===== config.mk =====
export PLATFORM = sky130hd
export DESIGN_NAME = ocl_timeout_shim_flat
export DESIGN_NICKNAME = d
export VERILOG_FILES = /design/src/rtl/ocl_timeout_shim_if.sv /design/src/rtl/ocl_timeout_shim.sv /design/src/flat_wrapper.sv
export SDC_FILE = /design/constraint.sdc
export NUM_CORES = 1
export LEC_CHECK = 0
export ABC_AREA = 1
export BUFFER_PORTS_ARGS = -buffer_cell sky130_fd_sc_hd__clkbuf_2
export CAP_MARGIN = 0
export CORE_AREA = 2 2 155 157
export CTS_BUF_LIST = sky130_fd_sc_hd__clkbuf_8
export CTS_CLUSTER_SIZE = 14
export DETAILED_ROUTE_END_ITERATION = 6
export DIE_AREA = 0 0 157 159
export PLACE_DENSITY = 0.54
export SYNTH_ARGS = -nofsm -noshare
export SYNTH_HDL_FRONTEND = slang
export SYNTH_SLANG_ARGS = --single-unit

===== constraint.sdc =====
create_clock -name clk -period 9.8 [get_ports clk]
set_clock_uncertainty 0.1 [all_clocks]
set_input_delay 2.94 -clock clk [delete_from_list [all_inputs] [get_ports clk]]
set_output_delay 2.94 -clock clk [all_outputs]
set_load 0.005 [all_outputs]

===== src/rtl/ocl_timeout_shim_if.sv =====
// -----------------------------------------------------------------------------
// axi_bus_t : single-beat AXI4 / AXI-Lite style bus with 32-bit data.
//
// Modports are named after the agent that the owning module talks to:
//   master : held by a module whose far side is a bus master. It receives
//            AW/W/AR requests and drives B/R responses.
//   slave  : held by a module whose far side is a bus slave. It drives
//            AW/W/AR requests and receives B/R responses.
//
// Handshake rule for every channel: a transfer happens on a rising clock edge
// where both valid and ready are high. Once valid is raised it is held, with
// its payload stable, until that transfer happens. Ready may depend on valid.
// -----------------------------------------------------------------------------
interface axi_bus_t;
  logic [31:0] awaddr;
  logic [3:0]  awid;
  logic [7:0]  awlen;
  logic [2:0]  awsize;
  logic        awvalid;
  logic        awready;

  logic [31:0] wdata;
  logic [3:0]  wstrb;
  logic        wlast;
  logic        wvalid;
  logic        wready;

  logic [3:0]  bid;
  logic [1:0]  bresp;
  logic        bvalid;
  logic        bready;

  logic [31:0] araddr;
  logic [3:0]  arid;
  logic [7:0]  arlen;
  logic [2:0]  arsize;
  logic        arvalid;
  logic        arready;

  logic [3:0]  rid;
  logic [31:0] rdata;
  logic [1:0]  rresp;
  logic        rlast;
  logic        rvalid;
  logic        rready;

  modport master (
    input  awaddr, awid, awlen, awsize, awvalid,
    output awready,
    input  wdata, wstrb, wlast, wvalid,
    output wready,
    output bid, bresp, bvalid,
    input  bready,
    input  araddr, arid, arlen, arsize, arvalid,
    output arready,
    output rid, rdata, rresp, rlast, rvalid,
    input  rready
  );

  modport slave (
    output awaddr, awid, awlen, awsize, awvalid,
    input  awready,
    output wdata, wstrb, wlast, wvalid,
    input  wready,
    input  bid, bresp, bvalid,
    output bready,
    output araddr, arid, arlen, arsize, arvalid,
    input  arready,
    input  rid, rdata, rresp, rlast, rvalid,
    output rready
  );
endinterface


===== src/rtl/ocl_timeout_shim.sv =====
// -----------------------------------------------------------------------------
// ocl_timeout_shim
//   Sits between the shell OCL AXI-Lite master and ocl_slave. Forwards one
//   host transaction at a time and watches the downstream response. If the
//   response does not arrive within TIMEOUT_CYCLES of issue, the host gets an
//   SLVERR answer (and ERR_RDATA for reads), so the MMIO path never wedges.
//   The late downstream response is then drained and discarded before any
//   new host request is accepted.
//
// Parameters
//   TIMEOUT_CYCLES : cycles from downstream issue to forced error (2..65535)
//   ERR_RDATA      : read data returned on a read timeout
//
// Ports
//   clk           : clock
//   rst           : asynchronous, active-high reset
//   host          : shell-facing side (axi_bus_t.master)
//   dev           : ocl_slave-facing side (axi_bus_t.slave)
//   timeout_count : saturating count of forced-error responses
//   dbg_state_o   : current FSM state encoding, for observation only
//
// Build option
//   OCL_TIMEOUT_CNT_EN : when defined, timeout_count is a real saturating
//                        counter; otherwise it is tied to zero with no flops.
// -----------------------------------------------------------------------------
module ocl_timeout_shim #(
  parameter int          TIMEOUT_CYCLES = 4096,
  parameter logic [31:0] ERR_RDATA      = 32'hDEAD_BEEF
) (
  input  logic        clk,
  input  logic        rst,
  axi_bus_t.master    host,
  axi_bus_t.slave     dev,
  output logic [15:0] timeout_count,
  output logic [3:0]  dbg_state_o
);

  typedef enum logic [3:0] {
    S_IDLE     = 4'd0,
    S_HOST_W   = 4'd1,
    S_DEV_WR   = 4'd2,
    S_WAIT_B   = 4'd3,
    S_HOST_B   = 4'd4,
    S_DRAIN_WR = 4'd5,
    S_DEV_AR   = 4'd6,
    S_WAIT_R   = 4'd7,
    S_HOST_R   = 4'd8,
    S_DRAIN_R  = 4'd9
  } state_t;

  localparam logic [15:0] TIMER_LAST = 16'(TIMEOUT_CYCLES - 1);
  localparam logic [1:0]  RESP_SLVERR = 2'b10;

  state_t      state_q, state_d;
  logic [31:0] addr_q, addr_d;
  logic [31:0] wdata_q, wdata_d;
  logic [31:0] rdata_q, rdata_d;
  logic [1:0]  resp_q, resp_d;
  logic [15:0] timer_q, timer_d;
  // *_pend_q drive the downstream valids directly. They are raised on issue
  // and cleared only by the matching handshake, independent of state, so a
  // valid is never withdrawn when a timeout moves the FSM elsewhere.
  logic        aw_pend_q, aw_pend_d;
  logic        w_pend_q, w_pend_d;
  logic        ar_pend_q, ar_pend_d;
  // Set on timeout: the next downstream response belongs to an abandoned
  // transaction and must be swallowed.
  logic        drain_q, drain_d;

  logic dev_aw_hs, dev_w_hs, dev_ar_hs, dev_b_hs, dev_r_hs;
  logic timed, timeout;

  assign dev_aw_hs = dev.awvalid & dev.awready;
  assign dev_w_hs  = dev.wvalid  & dev.wready;
  assign dev_ar_hs = dev.arvalid & dev.arready;
  assign dev_b_hs  = dev.bvalid  & dev.bready;
  assign dev_r_hs  = dev.rvalid  & dev.rready;

  // The watchdog only runs for a live transaction; while draining there is
  // nobody left to answer, so the shim waits as long as it takes.
  assign timed = !drain_q && ((state_q == S_DEV_WR) || (state_q == S_WAIT_B) ||
                              (state_q == S_DEV_AR) || (state_q == S_WAIT_R));
  // A real response arriving on the final cycle takes precedence.
  assign timeout = timed && (timer_q == TIMER_LAST) && !dev_b_hs && !dev_r_hs;

`ifdef OCL_TIMEOUT_CNT_EN
  logic [15:0] cnt_q, cnt_d;
  always_comb begin
    cnt_d = cnt_q;
    if (timeout && (cnt_q != 16'hFFFF)) cnt_d = cnt_q + 16'd1;
  end
  assign timeout_count = cnt_q;
`else
  assign timeout_count = 16'h0;
`endif

  always_comb begin
    state_d   = state_q;
    addr_d    = addr_q;
    wdata_d   = wdata_q;
    rdata_d   = rdata_q;
    resp_d    = resp_q;
    drain_d   = drain_q;
    aw_pend_d = aw_pend_q & ~dev_aw_hs;
    w_pend_d  = w_pend_q  & ~dev_w_hs;
    ar_pend_d = ar_pend_q & ~dev_ar_hs;
    timer_d   = timed ? (timer_q + 16'd1) : timer_q;

    unique case (state_q)
      S_IDLE: begin
        if (host.awvalid) begin
          addr_d  = host.awaddr;
          state_d = S_HOST_W;
        end else if (host.arvalid) begin
          addr_d    = host.araddr;
          ar_pend_d = 1'b1;
          timer_d   = 16'd0;
          state_d   = S_DEV_AR;
        end
      end
      S_HOST_W: begin
        if (host.wvalid) begin
          wdata_d   = host.wdata;
          aw_pend_d = 1'b1;
          w_pend_d  = 1'b1;
          timer_d   = 16'd0;
          state_d   = S_DEV_WR;
        end
      end
      S_DEV_WR: begin
        if (timeout) begin
          resp_d  = RESP_SLVERR;
          drain_d = 1'b1;
          state_d = S_HOST_B;
        end else if (!aw_pend_d && !w_pend_d) begin
          state_d = S_WAIT_B;
        end
      end
      S_WAIT_B: begin
        if (dev_b_hs) begin
          if (drain_q) begin
            drain_d = 1'b0;
            state_d = S_IDLE;
          end else begin
            resp_d  = dev.bresp;
            state_d = S_HOST_B;
          end
        end else if (timeout) begin
          resp_d  = RESP_SLVERR;
          drain_d = 1'b1;
          state_d = S_HOST_B;
        end
      end
      S_HOST_B: begin
        if (host.bready) state_d = drain_q ? S_DRAIN_WR : S_IDLE;
      end
      S_DRAIN_WR: begin
        if (!aw_pend_d && !w_pend_d) state_d = S_WAIT_B;
      end
      S_DEV_AR: begin
        if (timeout) begin
          rdata_d = ERR_RDATA;
          resp_d  = RESP_SLVERR;
          drain_d = 1'b1;
          state_d = S_HOST_R;
        end else if (!ar_pend_d) begin
          state_d = S_WAIT_R;
        end
      end
      S_WAIT_R: begin
        if (dev_r_hs) begin
          rdata_d = dev.rdata;
          resp_d  = dev.rresp;
          state_d = S_HOST_R;
        end else if (timeout) begin
          rdata_d = ERR_RDATA;
          resp_d  = RESP_SLVERR;
          drain_d = 1'b1;
          state_d = S_HOST_R;
        end
      end
      S_HOST_R: begin
        if (host.rready) state_d = drain_q ? S_DRAIN_R : S_IDLE;
      end
      S_DRAIN_R: begin
        if (dev_r_hs) begin
          drain_d = 1'b0;
          state_d = S_IDLE;
        end
      end
      default: state_d = S_IDLE;
    endcase
  end

  always_ff @(posedge clk or posedge rst) begin
    if (rst) begin
      state_q   <= S_IDLE;
      addr_q    <= '0;
      wdata_q   <= '0;
      rdata_q   <= '0;
      resp_q    <= '0;
      timer_q   <= '0;
      aw_pend_q <= 1'b0;
      w_pend_q  <= 1'b0;
      ar_pend_q <= 1'b0;
      drain_q   <= 1'b0;
`ifdef OCL_TIMEOUT_CNT_EN
      cnt_q     <= '0;
`endif
    end else begin
      state_q   <= state_d;
      addr_q    <= addr_d;
      wdata_q   <= wdata_d;
      rdata_q   <= rdata_d;
      resp_q    <= resp_d;
      timer_q   <= timer_d;
      aw_pend_q <= aw_pend_d;
      w_pend_q  <= w_pend_d;
      ar_pend_q <= ar_pend_d;
      drain_q   <= drain_d;
`ifdef OCL_TIMEOUT_CNT_EN
      cnt_q     <= cnt_d;
`endif
    end
  end

  // Host side. AR is held off while AW is offered so a simultaneous pair
  // resolves as write-first without dropping the read request.
  assign host.awready = (state_q == S_IDLE);
  assign host.arready = (state_q == S_IDLE) && !host.awvalid;
  assign host.wready  = (state_q == S_HOST_W);
  assign host.bvalid  = (state_q == S_HOST_B);
  assign host.bresp   = resp_q;
  assign host.bid     = 4'd0;
  assign host.rvalid  = (state_q == S_HOST_R);
  assign host.rdata   = rdata_q;
  assign host.rresp   = resp_q;
  assign host.rid     = 4'd0;
  assign host.rlast   = 1'b1;

  // Device side: always single-beat, full-word, ID 0.
  assign dev.awvalid = aw_pend_q;
  assign dev.awaddr  = addr_q;
  assign dev.awid    = 4'd0;
  assign dev.awlen   = 8'd0;
  assign dev.awsize  = 3'd2;
  assign dev.wvalid  = w_pend_q;
  assign dev.wdata   = wdata_q;
  assign dev.wstrb   = 4'hF;
  assign dev.wlast   = 1'b1;
  assign dev.bready  = (state_q == S_WAIT_B);
  assign dev.arvalid = ar_pend_q;
  assign dev.araddr  = addr_q;
  assign dev.arid    = 4'd0;
  assign dev.arlen   = 8'd0;
  assign dev.arsize  = 3'd2;
  assign dev.rready  = (state_q == S_WAIT_R) || (state_q == S_DRAIN_R);

  assign dbg_state_o = state_q;

  // Fields the shim accepts but has no use for (single-beat, ID-less).
  logic unused_ok;
  assign unused_ok = ^{host.awid, host.awlen, host.awsize, host.wstrb, host.wlast,
                       host.arid, host.arlen, host.arsize,
                       dev.bid, dev.rid, dev.rlast};

endmodule


===== src/flat_wrapper.sv =====
// flat-port wrapper written by rule: the top's interface ports become plain ports
module ocl_timeout_shim_flat 
#(
  parameter int          TIMEOUT_CYCLES = 4096,
  parameter logic [31:0] ERR_RDATA      = 32'hDEAD_BEEF
)
  (clk, rst, timeout_count, dbg_state_o, host_awaddr, host_awid, host_awlen, host_awsize, host_awvalid, host_awready, host_wdata, host_wstrb, host_wlast, host_wvalid, host_wready, host_bid, host_bresp, host_bvalid, host_bready, host_araddr, host_arid, host_arlen, host_arsize, host_arvalid, host_arready, host_rid, host_rdata, host_rresp, host_rlast, host_rvalid, host_rready, dev_awaddr, dev_awid, dev_awlen, dev_awsize, dev_awvalid, dev_awready, dev_wdata, dev_wstrb, dev_wlast, dev_wvalid, dev_wready, dev_bid, dev_bresp, dev_bvalid, dev_bready, dev_araddr, dev_arid, dev_arlen, dev_arsize, dev_arvalid, dev_arready, dev_rid, dev_rdata, dev_rresp, dev_rlast, dev_rvalid, dev_rready);
  axi_bus_t host_i ();
  axi_bus_t dev_i ();
  input  logic clk;
  input  logic rst;
  output logic [15:0] timeout_count;
  output logic [3:0] dbg_state_o;
  input wire logic [$bits(host_i.awaddr)-1:0] host_awaddr;
  input wire logic [$bits(host_i.awid)-1:0] host_awid;
  input wire logic [$bits(host_i.awlen)-1:0] host_awlen;
  input wire logic [$bits(host_i.awsize)-1:0] host_awsize;
  input wire logic [$bits(host_i.awvalid)-1:0] host_awvalid;
  output wire logic [$bits(host_i.awready)-1:0] host_awready;
  input wire logic [$bits(host_i.wdata)-1:0] host_wdata;
  input wire logic [$bits(host_i.wstrb)-1:0] host_wstrb;
  input wire logic [$bits(host_i.wlast)-1:0] host_wlast;
  input wire logic [$bits(host_i.wvalid)-1:0] host_wvalid;
  output wire logic [$bits(host_i.wready)-1:0] host_wready;
  output wire logic [$bits(host_i.bid)-1:0] host_bid;
  output wire logic [$bits(host_i.bresp)-1:0] host_bresp;
  output wire logic [$bits(host_i.bvalid)-1:0] host_bvalid;
  input wire logic [$bits(host_i.bready)-1:0] host_bready;
  input wire logic [$bits(host_i.araddr)-1:0] host_araddr;
  input wire logic [$bits(host_i.arid)-1:0] host_arid;
  input wire logic [$bits(host_i.arlen)-1:0] host_arlen;
  input wire logic [$bits(host_i.arsize)-1:0] host_arsize;
  input wire logic [$bits(host_i.arvalid)-1:0] host_arvalid;
  output wire logic [$bits(host_i.arready)-1:0] host_arready;
  output wire logic [$bits(host_i.rid)-1:0] host_rid;
  output wire logic [$bits(host_i.rdata)-1:0] host_rdata;
  output wire logic [$bits(host_i.rresp)-1:0] host_rresp;
  output wire logic [$bits(host_i.rlast)-1:0] host_rlast;
  output wire logic [$bits(host_i.rvalid)-1:0] host_rvalid;
  input wire logic [$bits(host_i.rready)-1:0] host_rready;
  output wire logic [$bits(dev_i.awaddr)-1:0] dev_awaddr;
  output wire logic [$bits(dev_i.awid)-1:0] dev_awid;
  output wire logic [$bits(dev_i.awlen)-1:0] dev_awlen;
  output wire logic [$bits(dev_i.awsize)-1:0] dev_awsize;
  output wire logic [$bits(dev_i.awvalid)-1:0] dev_awvalid;
  input wire logic [$bits(dev_i.awready)-1:0] dev_awready;
  output wire logic [$bits(dev_i.wdata)-1:0] dev_wdata;
  output wire logic [$bits(dev_i.wstrb)-1:0] dev_wstrb;
  output wire logic [$bits(dev_i.wlast)-1:0] dev_wlast;
  output wire logic [$bits(dev_i.wvalid)-1:0] dev_wvalid;
  input wire logic [$bits(dev_i.wready)-1:0] dev_wready;
  input wire logic [$bits(dev_i.bid)-1:0] dev_bid;
  input wire logic [$bits(dev_i.bresp)-1:0] dev_bresp;
  input wire logic [$bits(dev_i.bvalid)-1:0] dev_bvalid;
  output wire logic [$bits(dev_i.bready)-1:0] dev_bready;
  output wire logic [$bits(dev_i.araddr)-1:0] dev_araddr;
  output wire logic [$bits(dev_i.arid)-1:0] dev_arid;
  output wire logic [$bits(dev_i.arlen)-1:0] dev_arlen;
  output wire logic [$bits(dev_i.arsize)-1:0] dev_arsize;
  output wire logic [$bits(dev_i.arvalid)-1:0] dev_arvalid;
  input wire logic [$bits(dev_i.arready)-1:0] dev_arready;
  input wire logic [$bits(dev_i.rid)-1:0] dev_rid;
  input wire logic [$bits(dev_i.rdata)-1:0] dev_rdata;
  input wire logic [$bits(dev_i.rresp)-1:0] dev_rresp;
  input wire logic [$bits(dev_i.rlast)-1:0] dev_rlast;
  input wire logic [$bits(dev_i.rvalid)-1:0] dev_rvalid;
  output wire logic [$bits(dev_i.rready)-1:0] dev_rready;
  assign host_i.awaddr = host_awaddr;
  assign host_i.awid = host_awid;
  assign host_i.awlen = host_awlen;
  assign host_i.awsize = host_awsize;
  assign host_i.awvalid = host_awvalid;
  assign host_awready = host_i.awready;
  assign host_i.wdata = host_wdata;
  assign host_i.wstrb = host_wstrb;
  assign host_i.wlast = host_wlast;
  assign host_i.wvalid = host_wvalid;
  assign host_wready = host_i.wready;
  assign host_bid = host_i.bid;
  assign host_bresp = host_i.bresp;
  assign host_bvalid = host_i.bvalid;
  assign host_i.bready = host_bready;
  assign host_i.araddr = host_araddr;
  assign host_i.arid = host_arid;
  assign host_i.arlen = host_arlen;
  assign host_i.arsize = host_arsize;
  assign host_i.arvalid = host_arvalid;
  assign host_arready = host_i.arready;
  assign host_rid = host_i.rid;
  assign host_rdata = host_i.rdata;
  assign host_rresp = host_i.rresp;
  assign host_rlast = host_i.rlast;
  assign host_rvalid = host_i.rvalid;
  assign host_i.rready = host_rready;
  assign dev_awaddr = dev_i.awaddr;
  assign dev_awid = dev_i.awid;
  assign dev_awlen = dev_i.awlen;
  assign dev_awsize = dev_i.awsize;
  assign dev_awvalid = dev_i.awvalid;
  assign dev_i.awready = dev_awready;
  assign dev_wdata = dev_i.wdata;
  assign dev_wstrb = dev_i.wstrb;
  assign dev_wlast = dev_i.wlast;
  assign dev_wvalid = dev_i.wvalid;
  assign dev_i.wready = dev_wready;
  assign dev_i.bid = dev_bid;
  assign dev_i.bresp = dev_bresp;
  assign dev_i.bvalid = dev_bvalid;
  assign dev_bready = dev_i.bready;
  assign dev_araddr = dev_i.araddr;
  assign dev_arid = dev_i.arid;
  assign dev_arlen = dev_i.arlen;
  assign dev_arsize = dev_i.arsize;
  assign dev_arvalid = dev_i.arvalid;
  assign dev_i.arready = dev_arready;
  assign dev_i.rid = dev_rid;
  assign dev_i.rdata = dev_rdata;
  assign dev_i.rresp = dev_rresp;
  assign dev_i.rlast = dev_rlast;
  assign dev_i.rvalid = dev_rvalid;
  assign dev_rready = dev_i.rready;
  ocl_timeout_shim #(.TIMEOUT_CYCLES(TIMEOUT_CYCLES), .ERR_RDATA(ERR_RDATA)) u_core (.clk(clk), .rst(rst), .host(host_i), .dev(dev_i), .timeout_count(timeout_count), .dbg_state_o(dbg_state_o));
endmodule

==> flow_summary_export.csv, run 1 <==
group,metric,value,unit
status,status,"finished clean",
detailed_routing,antenna_left,0,
synthesis,synthesis.instances,708,
critical_path,cpLargestDelayFamily,"buffers and inverters",
floorplanning,start_util,0.283,
critical_path,cp_num_buf_inv,3,
detailed_routing,num_vias,5296,
critical_path,cp_slowest_cell,"buf_4",
power_and_ir_drop,p_switching,0.847,mW
detailed_routing,vias_per_cell,4.09,
power_and_ir_drop,p_int,1.42,mW
detailed_routing,remaining_drc_errors,0,
clocking,cts_hold_buf,0,
synthesis,seq_area_frac_synth,0.465,
global_routing,grt_pass1_vias,4994,
critical_path,cp-start-kind,"primary input",
floorplanning,die_w,157,µm
floorplanning,placement_rows,56,
detailed_routing,firstDrtPassIters,6,
critical_path,path_cells,"clkbuf_2 > buf_4 > nor2_1 > clkbuf_2",
critical_path,worstPathArrival,3.62,ns
layout,nFillCells,2461,
floorplanning,die_h,159,µm
synthesis,synth.most_common_cell,"nand2_1",
synthesis,synth.distinct_cells,43,
sta,clock.fmax,150,MHz
synthesis,ys_ff_latch,122,
critical_path,worst-setup-path-type,"in -> out",
sta,relSlewSlack,0.325,
floorplanning,die_area,25000,µm²
floorplanning,core_region_area,23200,µm²
critical_path,cpMostUsedCell,"clkbuf_2",
place,routabilityCongestion,0.846,
synthesis,ys.flop_type,"dfrtp_1",
clocking,htree_levels,4,
sta,fin_crit_sh,0.680,
power_and_ir_drop,p_leak,4.32,nW
synthesis,yosys_warnings,0,
synthesis,ys_top_cells_by_area,"dfrtp_1, buf_4, nand2_1",
synthesis,yosysTopAreaCell,"dfrtp_1",
clocking,cts_tree,"done",
critical_path,worstRegToRegCells,8,
critical_path,cp_max_fo,36,
hold_path,worstHoldPathCells,1,
synthesis,synthArstFlopShare,1.00,
synthesis,netlist_area,6570,µm²
sta,post-route-min-period,6.66,ns
layout,layoutNonFillerInstCount,1294,
synthesis,synth_top_area_frac,0.465,
clocking,cts.clk_slew.worst_paths,0.07,ns
sta,hold_viol,0,
critical_path,crit_required,6.76,ns
critical_path,cp_num_cells,4,
layout,utilization,0.354,
layout,regArea,3050,µm²
sta,finalMaxSlewViolations,0,
floorplanning,ios,394,
sta,tns,0,ns
power_and_ir_drop,p_comb_frac,0.412,
clocking,clock_path_buffers,2,
global_routing,grt_pass1_wl,27300,µm
layout,nets,1149,
synthesis,ys_top_cells_by_count,"nand2_1, dfrtp_1, buf_4, inv_1, nor2_1",
global_routing,grt_max_degree,78,
sta,tightest_slew,1.01,ns
power_and_ir_drop,p_sw_frac,0.373,
global_routing,overflow,0,
hold_path,hold_path.class,"reg -> reg",
power_and_ir_drop,power.density,276,nW/µm²
clocking,clockRootBuffer,"clkbuf_8",
synthesis,syn_area_per_cell,9.28,µm²
clocking,clock_sinks,122,
power_and_ir_drop,seqPwrFrac,0.391,
critical_path,cp_slowest_stage_delay,0.24,ns
synthesis,synth_edf_count,0,
detailed_routing,wl_per_cell,13.7,µm
detailed_routing,drt_wl_total,17800,µm
detailed_routing,drtIter0Drc,255,
clocking,clk_latency,0.43,ns
sta,rsz0062_at_grt,"false",
job,max_cap_viol_count,0,
power_and_ir_drop,peakVddDrop,0.0979,mV
power_and_ir_drop,power_frac_clock,0.196,
clocking,ctsResizeCount,0,
clocking,post_cts.repair.setup_buffers,0,
global_routing,antenna_found_initial,4,
global_routing,grt_use_total,0.142,
layout,drive_gt1_frac,0.441,
layout,area_delta_synth_final,25.2,%
sta,whs,0.390,ns
clocking,cts_buffers,17,
critical_path,crit_path_end_kind,"primary output",
place,dp_cells,1260,
sta,setup_violations,0,
place,dp_hpwl,13500,µm
place,port_buffers,289,
layout,multi_input_area,2650,µm²
-- cells in the final DEF, fill, tap and decap left out, types with 3 or more instances in the layout --
cell,n
a21oi_1,11
buf_4,4
clkbuf_2,289
clkbuf_8,20
clkinv_2,3
clkinvlp_4,3
conb_1,60
dfrtp_1,122
diode_2,4
inv_1,45
inv_2,23
mux2_1,21
mux2_2,11
nand2_1,129
nand2_2,4
nand2_4,3
nand3_1,22
nor2_1,36
nor2_2,3
nor2_4,3
nor3_1,7
o21a_1,33
o21ai_0,34
o21ai_1,5
o22ai_1,7
o22ai_2,20
or2_2,32
-- state kept, by name, indices dropped and copies added, names as in the netlist --
signal and cells:
u_core.dev.araddr 32, u_core.dbg_state_o 4, u_core.timer_q 16, u_core.dev.wvalid 1, u_core.drain_q 1, u_core.dev.arvalid 1
u_core.host.bresp 2, u_core.host.rdata 32, u_core.dev.wdata 32, u_core.dev.awvalid 1
-- kinds of logic after synthesis --
kind of cell / count (synthesis) / share of synthesized area
DFF: 122 / 0.465
other: 2 / 0.00114
muxes: 33 / 0.0564
adders and majority gates: 1 / 0.00190
buffers and inverters: 185 / 0.166
xor gates and xnor gates: 3 / 0.00400
and+or+nand+nor: 246 / 0.175
AOI/OAI and AO/OA: 116 / 0.131
-- layout make-up --
type	instances	share of cell area
timing repair buffer	293	0.180
multi-input combinational	459	0.322
clock buffer	20	0.0335
sequential	122	0.371
antenna	4	0.00122
tap	319	0.0486
clock inverter	10	0.0126
inverter	67	0.0311
-- worst paths after layout --
| check | startpoint | to | slack [ns] |
|---|---|---|---|
| worst max-delay path | host_awvalid | host_arready | 3.14 |
| worst min-delay path | u_core.dev.wdata[29] | u_core.dev.wdata[29] | 0.39 |
| worst max register to register | u_core.dbg_state_o[2] | u_core.host.rdata[31] | 6.87 |
| worst min register to register | u_core.dev.wdata[29] | u_core.dev.wdata[29] | 0.39 |
| max in group asynchronous | rst | u_core.dev.wdata[20] | 5.70 |
| min in group asynchronous | rst | u_core.host.rdata[21] | 2.45 |
-- metrics by stage --
stage               power (mW)  setup WS [ns]  cell area, µm²
CTS                       2.32           3.11            8210
global placement          1.84           3.12            7830
detailed placement        1.86           3.11            7830
finish                    2.27           3.14            8220
global route              2.47           3.06            8210
floorplan                 1.51           3.50            6790
-- power groups by stage --
stage	Combinational [mW]	Sequential [mW]	Clock, mW
final	0.935	0.888	0.445
after global routing	1.06	0.916	0.493
after CTS	0.958	0.891	0.470
after detailed placement	0.956	0.899	0
after global placement	0.946	0.894	0
after floorplan	0.626	0.886	0
-- per-layer routing --
| metal | GRT usage | vias up | part of all wire |
|---|---|---|---|
| li1 | - | 2631 | - |
| met1 | 0.166 | 2466 | 0.41 |
| met2 | 0.243 | 180 | 0.50 |
| met3 | 0.0476 | 19 | 0.073 |
| met4 | 0.0459 | 0 | 0.017 |
| met5 | 0 | - | 0 |
Power figures use the tool's default switching activity.
==> inputs of run 2 (changes only) <==
--- a/config.mk
+++ b/config.mk
@@ -5,15 +5,15 @@
 export SDC_FILE = /design/constraint.sdc
 export NUM_CORES = 1
 export LEC_CHECK = 0
-export ABC_AREA = 1
+export ABC_AREA = 0
 export BUFFER_PORTS_ARGS = -buffer_cell sky130_fd_sc_hd__clkbuf_2
 export CAP_MARGIN = 0
-export CORE_AREA = 2 2 155 157
+export CORE_AREA = 2 2 154 156
 export CTS_BUF_LIST = sky130_fd_sc_hd__clkbuf_8
 export CTS_CLUSTER_SIZE = 14
 export DETAILED_ROUTE_END_ITERATION = 6
-export DIE_AREA = 0 0 157 159
-export PLACE_DENSITY = 0.54
+export DIE_AREA = 0 0 156 158
+export PLACE_DENSITY = 0.56
 export SYNTH_ARGS = -nofsm -noshare
 export SYNTH_HDL_FRONTEND = slang
 export SYNTH_SLANG_ARGS = --single-unit
==> constraint.sdc (replaced) <==
create_clock -name clk -period 5.9 [get_ports clk]
set_clock_uncertainty 0.1 [all_clocks]
set_input_delay 1.77 -clock clk [delete_from_list [all_inputs] [get_ports clk]]
set_output_delay 1.77 -clock clk [all_outputs]
set_load 0.005 [all_outputs]
==> flow_summary_export.csv, run 2 <==
group,metric,value,unit
status,status,"finished clean",
clocking,cts.clk_slew.worst_paths,0.08,ns
critical_path,cp_max_fo,2,
critical_path,worst-setup-path-type,"in -> out",
synthesis,synth.distinct_cells,57,
critical_path,r2r-start,"u_core.dbg_state_o[2]",
clocking,clock_path_buffers,2,
power_and_ir_drop,seqPwrFrac,0.412,
clocking,cts_hold_buf,0,
place,dp_hpwl,13100,µm
detailed_routing,firstDrtPassIters,4,
synthesis,synth_xor_xnor_area_share,0.0178,
layout,layoutNonFillerInstCount,1197,
power_and_ir_drop,p_sw_frac,0.389,
synthesis,synth_top_family_by_area,"simple AND/OR/NAND/NOR gates",
sta,setup_violations,0,
global_routing,antenna_found_initial,1,
sta,clock.fmax,224,MHz
power_and_ir_drop,p_int,2.25,mW
floorplanning,die_w,156,µm
clocking,cts_buffers,17,
sta,tns,0,ns
global_routing,grt_use_met3,0.0446,
synthesis,syn_area_per_cell,9.82,µm²
detailed_routing,wl_per_cell,14.7,µm
sta,post-route-min-period,4.46,ns
synthesis,ys_top_cells_by_area,"dfrtp_1, buf_4, mux2_2",
layout,drive_gt1_frac,0.412,
detailed_routing,num_vias,5225,
synthesis,yosys_warnings,0,
detailed_routing,antenna_left,0,
floorplanning,ios,394,
critical_path,worstPathArrival,2.59,ns
power_and_ir_drop,p_comb_frac,0.401,
sta,fin_crit_sh,0.756,
synthesis,synth_mux_area_frac,0.110,
place,dp_cells,1165,
clocking,htree_levels,4,
layout,nets,1083,
floorplanning,die_h,158,µm
critical_path,crit_path_end_kind,"primary output",
synthesis,yosysTopAreaCell,"dfrtp_1",
power_and_ir_drop,p_switching,1.43,mW
place,post-place-ws,1.34,ns
global_routing,grtUsageMet2,0.239,
sta,finalMaxSlewViolations,0,
synthesis,ys.flop_type,"dfrtp_1",
synthesis,synth_edf_count,0,
synthesis,synth_compound_area_frac,0.107,
critical_path,crit_required,4.03,ns
hold_path,hold_end,"u_core.dev.wdata[14]",
hold_path,hp-start,"u_core.dev.wdata[14]",
floorplanning,placement_rows,56,
sta,hold_viol,0,
power_and_ir_drop,peakVddDrop,0.211,mV
synthesis,ys_ff_latch,122,
detailed_routing,drt_wl_total,17700,µm
sta,relSlewSlack,0.201,
clocking,clockRootBuffer,"clkbuf_8",
global_routing,grt_use_total,0.139,
detailed_routing,remaining_drc_errors,0,
synthesis,synthArstFlopShare,1.00,
hold_path,worstHoldPathCells,1,
critical_path,cp-start-kind,"primary input",
clocking,clock_sinks,122,
place,routabilityCongestion,0.756,
power_and_ir_drop,power_frac_clock,0.188,
critical_path,cp_slowest_cell,"nor3_1",
floorplanning,core_region_area,23100,µm²
floorplanning,die_area,24600,µm²
synthesis,synth.most_common_cell,"dfrtp_1",
sta,worst_slack,1.44,ns
critical_path,cp_num_buf_inv,2,
critical_path,cpMostUsedCell,"clkbuf_2",
global_routing,grt.busiest_layer,"met2",
sta,tightest_slew,1.19,ns
layout,mostFrequentLayoutCell,"clkbuf_2",
sta,whs,0.406,ns
clocking,ctsResizeCount,0,
layout,diodes,0,
global_routing,grt_pass1_wl,26200,µm
critical_path,path_cells,"clkbuf_2 > nor3_1 > clkbuf_2",
global_routing,gr-usage-met1,0.166,
layout,area_delta_synth_final,24.8,%
synthesis,synthesis.instances,650,
layout,nFillCells,2422,
place,port_buffers,289,
layout,layout_common_cells,"clkbuf_2, dfrtp_1, nand2_1",
detailed_routing,vias_per_cell,4.37,
clocking,clk_latency,0.44,ns
detailed_routing,drtIter0Drc,262,
synthesis,synth_fa_ha_area_frac,0.00196,
synthesis,yosys.area_share.simple,0.144,
clocking,cts_tree,"done",
critical_path,worstRegToRegCells,5,
power_and_ir_drop,p_leak,4.12,nW
critical_path,r2r_slack,2.85,ns
critical_path,rr_endpoint,"u_core.host.bresp[0]",
power_and_ir_drop,totalPowerFinal,3.68,mW
job,max_cap_viol_count,0,
global_routing,overflow,0,
synthesis,seq_area_frac_synth,0.478,
hold_path,hold_path.class,"reg -> reg",
clocking,post_cts.repair.setup_buffers,0,
sta,rsz0062_at_grt,"false",
synthesis,netlist_area,6380,µm²
power_and_ir_drop,power.density,462,nW/µm²
synthesis,synth_top_area_frac,0.478,
floorplanning,start_util,0.277,
critical_path,cp_slowest_stage_delay,0.49,ns
global_routing,grt_max_degree,65,
global_routing,grt_pass1_vias,4824,
synthesis,ys_top_cells_by_count,"dfrtp_1, buf_4, nand2_1, nor2_1, a21oi_1",
critical_path,cpLargestDelayFamily,"simple AND/OR/NAND/NOR gates",
[run 2: changes by cell type in the layout (fill, tap and decap cells not counted), sizes merged, moves of 19 or more]
cell,change
inv,-57
nand3,-19
or2,-33
a21oi,+32
mux2i,+33
o22ai,-23
o21a,-31
nand2,-58
[run 2: worst max path at each step]
stage                  from                     to  slack, ns  cells after the start
6_report       host_awvalid           host_arready       1.44                      3
5_1_grt        host_awvalid           host_arready       1.33                      3
4_1_cts        host_awvalid           host_arready       1.34                      3
3_5_place_dp   host_awvalid           host_arready       1.34                      3
3_3_place_gp   host_awvalid           host_arready       1.33                      3
2_1_floorplan           rst  u_core.dbg_state_o[0]       0.79                      1
[run 2: through the flow]
stage	area [µm²]	utilization
detailed placement	7610	0.330
finish	7970	0.346
global route	7970	0.346
global placement	7610	0.330
floorplan	6600	-
CTS	7970	0.346
[run 2: layout make-up]
type | count | area [µm²] | share of cell area
Clock buffer | 18 | 248 | 0.0311
Clock inverter | 14 | 110 | 0.0138
Timing Repair Buffer | 295 | 1490 | 0.187
Inverter | 6 | 25.0 | 0.00314
Tap cell | 290 | 363 | 0.0455
Multi-Input combinational cell | 452 | 2680 | 0.336
Sequential cell | 122 | 3050 | 0.383
[run 2: logic make-up (layout without fill, tap and decap cells)]
family,after synthesis,in the layout
AND/OR/NAND/NOR,194,194
AO/OA/AOI/OAI,118,118
adder cells (fa/ha/maj),1,1
buffers and inverters,134,333
other,2,60
flip-flops,122,122
multiplexers,66,66
XOR/XNOR,13,13
[run 2: metal layers]
layer,vias to the layer above,share of wire
met4,2,0.0091
met3,11,0.082
met2,236,0.49
li1,2541,-
met1,2435,0.42
met5,-,0.00074
[run 2: power by group through the flow]
stage                     combinational, mW  clock (mW)  sequential, mW
final                                  1.48       0.692            1.52
after global routing                   1.68       0.766            1.58
after CTS                              1.51       0.733            1.52
after detailed placement               1.51           0            1.53
after global placement                 1.49           0            1.52
after floorplan                        1.02           0            1.46
==> inputs of run 3 (changes only) <==
--- a/config.mk
+++ b/config.mk
@@ -5,14 +5,14 @@
 export SDC_FILE = /design/constraint.sdc
 export NUM_CORES = 1
 export LEC_CHECK = 0
-export ABC_AREA = 0
+export ABC_AREA = 1
 export BUFFER_PORTS_ARGS = -buffer_cell sky130_fd_sc_hd__clkbuf_2
 export CAP_MARGIN = 0
-export CORE_AREA = 2 2 154 156
+export CORE_AREA = 2 2 155 157
 export CTS_BUF_LIST = sky130_fd_sc_hd__clkbuf_8
 export CTS_CLUSTER_SIZE = 14
 export DETAILED_ROUTE_END_ITERATION = 6
-export DIE_AREA = 0 0 156 158
+export DIE_AREA = 0 0 157 159
 export PLACE_DENSITY = 0.56
 export SYNTH_ARGS = -nofsm -noshare
 export SYNTH_HDL_FRONTEND = slang
==> constraint.sdc (replaced) <==
create_clock -name clk -period 3.7 [get_ports clk]
set_clock_uncertainty 0.1 [all_clocks]
set_input_delay 1.11 -clock clk [delete_from_list [all_inputs] [get_ports clk]]
set_output_delay 1.11 -clock clk [all_outputs]
set_load 0.005 [all_outputs]
==> flow_summary_export.csv, run 3 (synthesis results as in run 1) <==
group,metric,value,unit
clocking,clockRootBuffer,"clkbuf_8",
detailed_routing,remaining_drc_errors,0,
layout,nFillCells,2422,
detailed_routing,antenna_left,0,
global_routing,grt_pass1_wl,27900,µm
critical_path,worstPathArrival,1.85,ns
layout,area_delta_synth_final,26.7,%
power_and_ir_drop,power.density,733,nW/µm²
hold_path,hold_path.class,"reg -> reg",
sta,fin_crit_sh,0.827,
floorplanning,die_h,159,µm
floorplanning,die_area,25000,µm²
status,status,"finished clean",
global_routing,antenna_found_initial,2,
sta,tns,0,ns
clocking,cts_hold_buf,0,
global_routing,grt_max_degree,65,
critical_path,cp-start-kind,"flip-flop",
clocking,clock_sinks,122,
layout,nets,1154,
detailed_routing,vias_per_cell,4.13,
floorplanning,start_util,0.283,
sta,post-route-min-period,3.06,ns
clocking,cts_tree,"done",
place,port_buffers,289,
critical_path,crit_required,2.49,ns
place,routabilityCongestion,0.821,
detailed_routing,drt_wl_total,18000,µm
detailed_routing,wl_per_cell,13.9,µm
layout,layout_common_cells,"clkbuf_2, nand2_1, dfrtp_1",
sta,setup_violations,0,
clocking,cts.clk_slew.worst_paths,0.07,ns
place,dp_hpwl,13800,µm
critical_path,crit_path_end_kind,"primary output",
detailed_routing,num_vias,5361,
floorplanning,core_region_area,23200,µm²
sta,hold_viol,0,
global_routing,grt_pass1_vias,5293,
floorplanning,die_w,157,µm
clocking,htree_levels,4,
critical_path,cpLargestDelayFamily,"simple AND/OR/NAND/NOR gates",
power_and_ir_drop,peakVddDrop,0.221,mV
layout,mostFrequentLayoutCell,"clkbuf_2",
floorplanning,placement_rows,56,
job,max_cap_viol_count,0,
clocking,post_cts.repair.setup_buffers,0,
sta,tightest_slew,0.975,ns
clocking,clk_latency,0.43,ns
power_and_ir_drop,p_leak,4.37,nW
global_routing,overflow,0,
sta,rsz0062_at_grt,"false",
critical_path,path_cells,"nor2_1 > nand2_1 > nor2_1 > clkbuf_2",
global_routing,grt_use_total,0.145,
critical_path,cpMostUsedCell,"nor2_1",
critical_path,cp_num_buf_inv,1,
detailed_routing,drtIter0Drc,185,
critical_path,worst-setup-path-type,"reg -> out",
clocking,ctsResizeCount,0,
critical_path,cp_slowest_cell,"dfrtp_1",
sta,finalMaxSlewViolations,0,
clocking,cts_buffers,17,
layout,drive_gt1_frac,0.445,
sta,clock.fmax,327,MHz
floorplanning,ios,394,
sta,whs,0.394,ns
critical_path,cp_slowest_stage_delay,0.52,ns
clocking,clock_path_buffers,2,
detailed_routing,firstDrtPassIters,4,
critical_path,cp_max_fo,9,
sta,relSlewSlack,0.348,
run 3: changes by cell type in the layout (fill, tap and decap cells not counted), sizes merged, moves of 6 or more:
cell | previous run | this run
o21a | 2 | 33
inv | 12 | 69
nor2 | 60 | 43
o21ai | 45 | 39
nand3 | 5 | 24
nor2b | 6 | 0
a21oi | 45 | 13
or2 | 1 | 34
mux2i | 34 | 1
nand2 | 78 | 136
nand2b | 7 | 0
xnor2 | 9 | 1
o22ai | 4 | 27
run 3: stage by stage:
step                       util  power (mW)  std cells  area, µm²  setup slack [ns]
after floorplan               -        4.00        766       6790             0.993
after global placement    0.341        4.90       1265       7910             0.772
after detailed placement  0.341        4.96       1265       7910             0.790
after CTS                 0.359        6.23       1297       8320             0.529
after global routing      0.359        6.65       1297       8320             0.403
final                     0.359        6.10       1298       8320             0.640
run 3: layer usage:
metal | vias up | wire [µm] | global-route usage | share of wire
li1 | 2638 | - | - | -
met1 | 2529 | 7320 | 0.168 | 0.41
met2 | 177 | 9290 | 0.257 | 0.52
met3 | 17 | 1130 | 0.0433 | 0.063
met4 | 0 | 249 | 0.0413 | 0.014
met5 | - | 0 | 0 | 0
run 3: worst register-to-register path: stages, from the launching register on:
cell and delay, ns:
dfrtp_1 0.59, nor2_4 0.09, nand2_1 0.12, inv_1 0.09, nand2_1 0.42, buf_4 0.32
mux2_2 0.36
run 3: report_power, final:
part | switching, mW | internal (mW)
Sequential | 0.427 | 1.92
Combinational | 1.30 | 1.23
Clock | 0.557 | 0.669
Total | 2.28 | 3.82
run 3: final timing paths:
path | from | slack (ns) | cells past startpoint | to
setup / recovery | u_core.dbg_state_o[1] | 0.64 | 4 | host_arready
hold / removal | u_core.dev.wdata[10] | 0.39 | 1 | u_core.dev.wdata[10]
setup reg to reg | u_core.dbg_state_o[1] | 1.49 | 6 | u_core.dev.wdata[9]
hold reg to reg | u_core.dev.wdata[10] | 0.39 | 1 | u_core.dev.wdata[10]
max in group asynchronous | rst | 1.97 | 3 | u_core.dev.wdata[6]
min in group asynchronous | rst | 0.77 | 2 | u_core.dev.araddr[14]
run 3: cell type report:
cell class	count	area, µm²	share of cell area
Antenna cell	1	2.50	0.000301
Clock buffer	21	289	0.0347
Clock inverter	11	121	0.0146
Inverter	67	256	0.0308
Multi-Input combinational cell	459	2650	0.318
Sequential cell	122	3050	0.367
Tap cell	319	399	0.0480
Timing Repair Buffer	298	1550	0.186
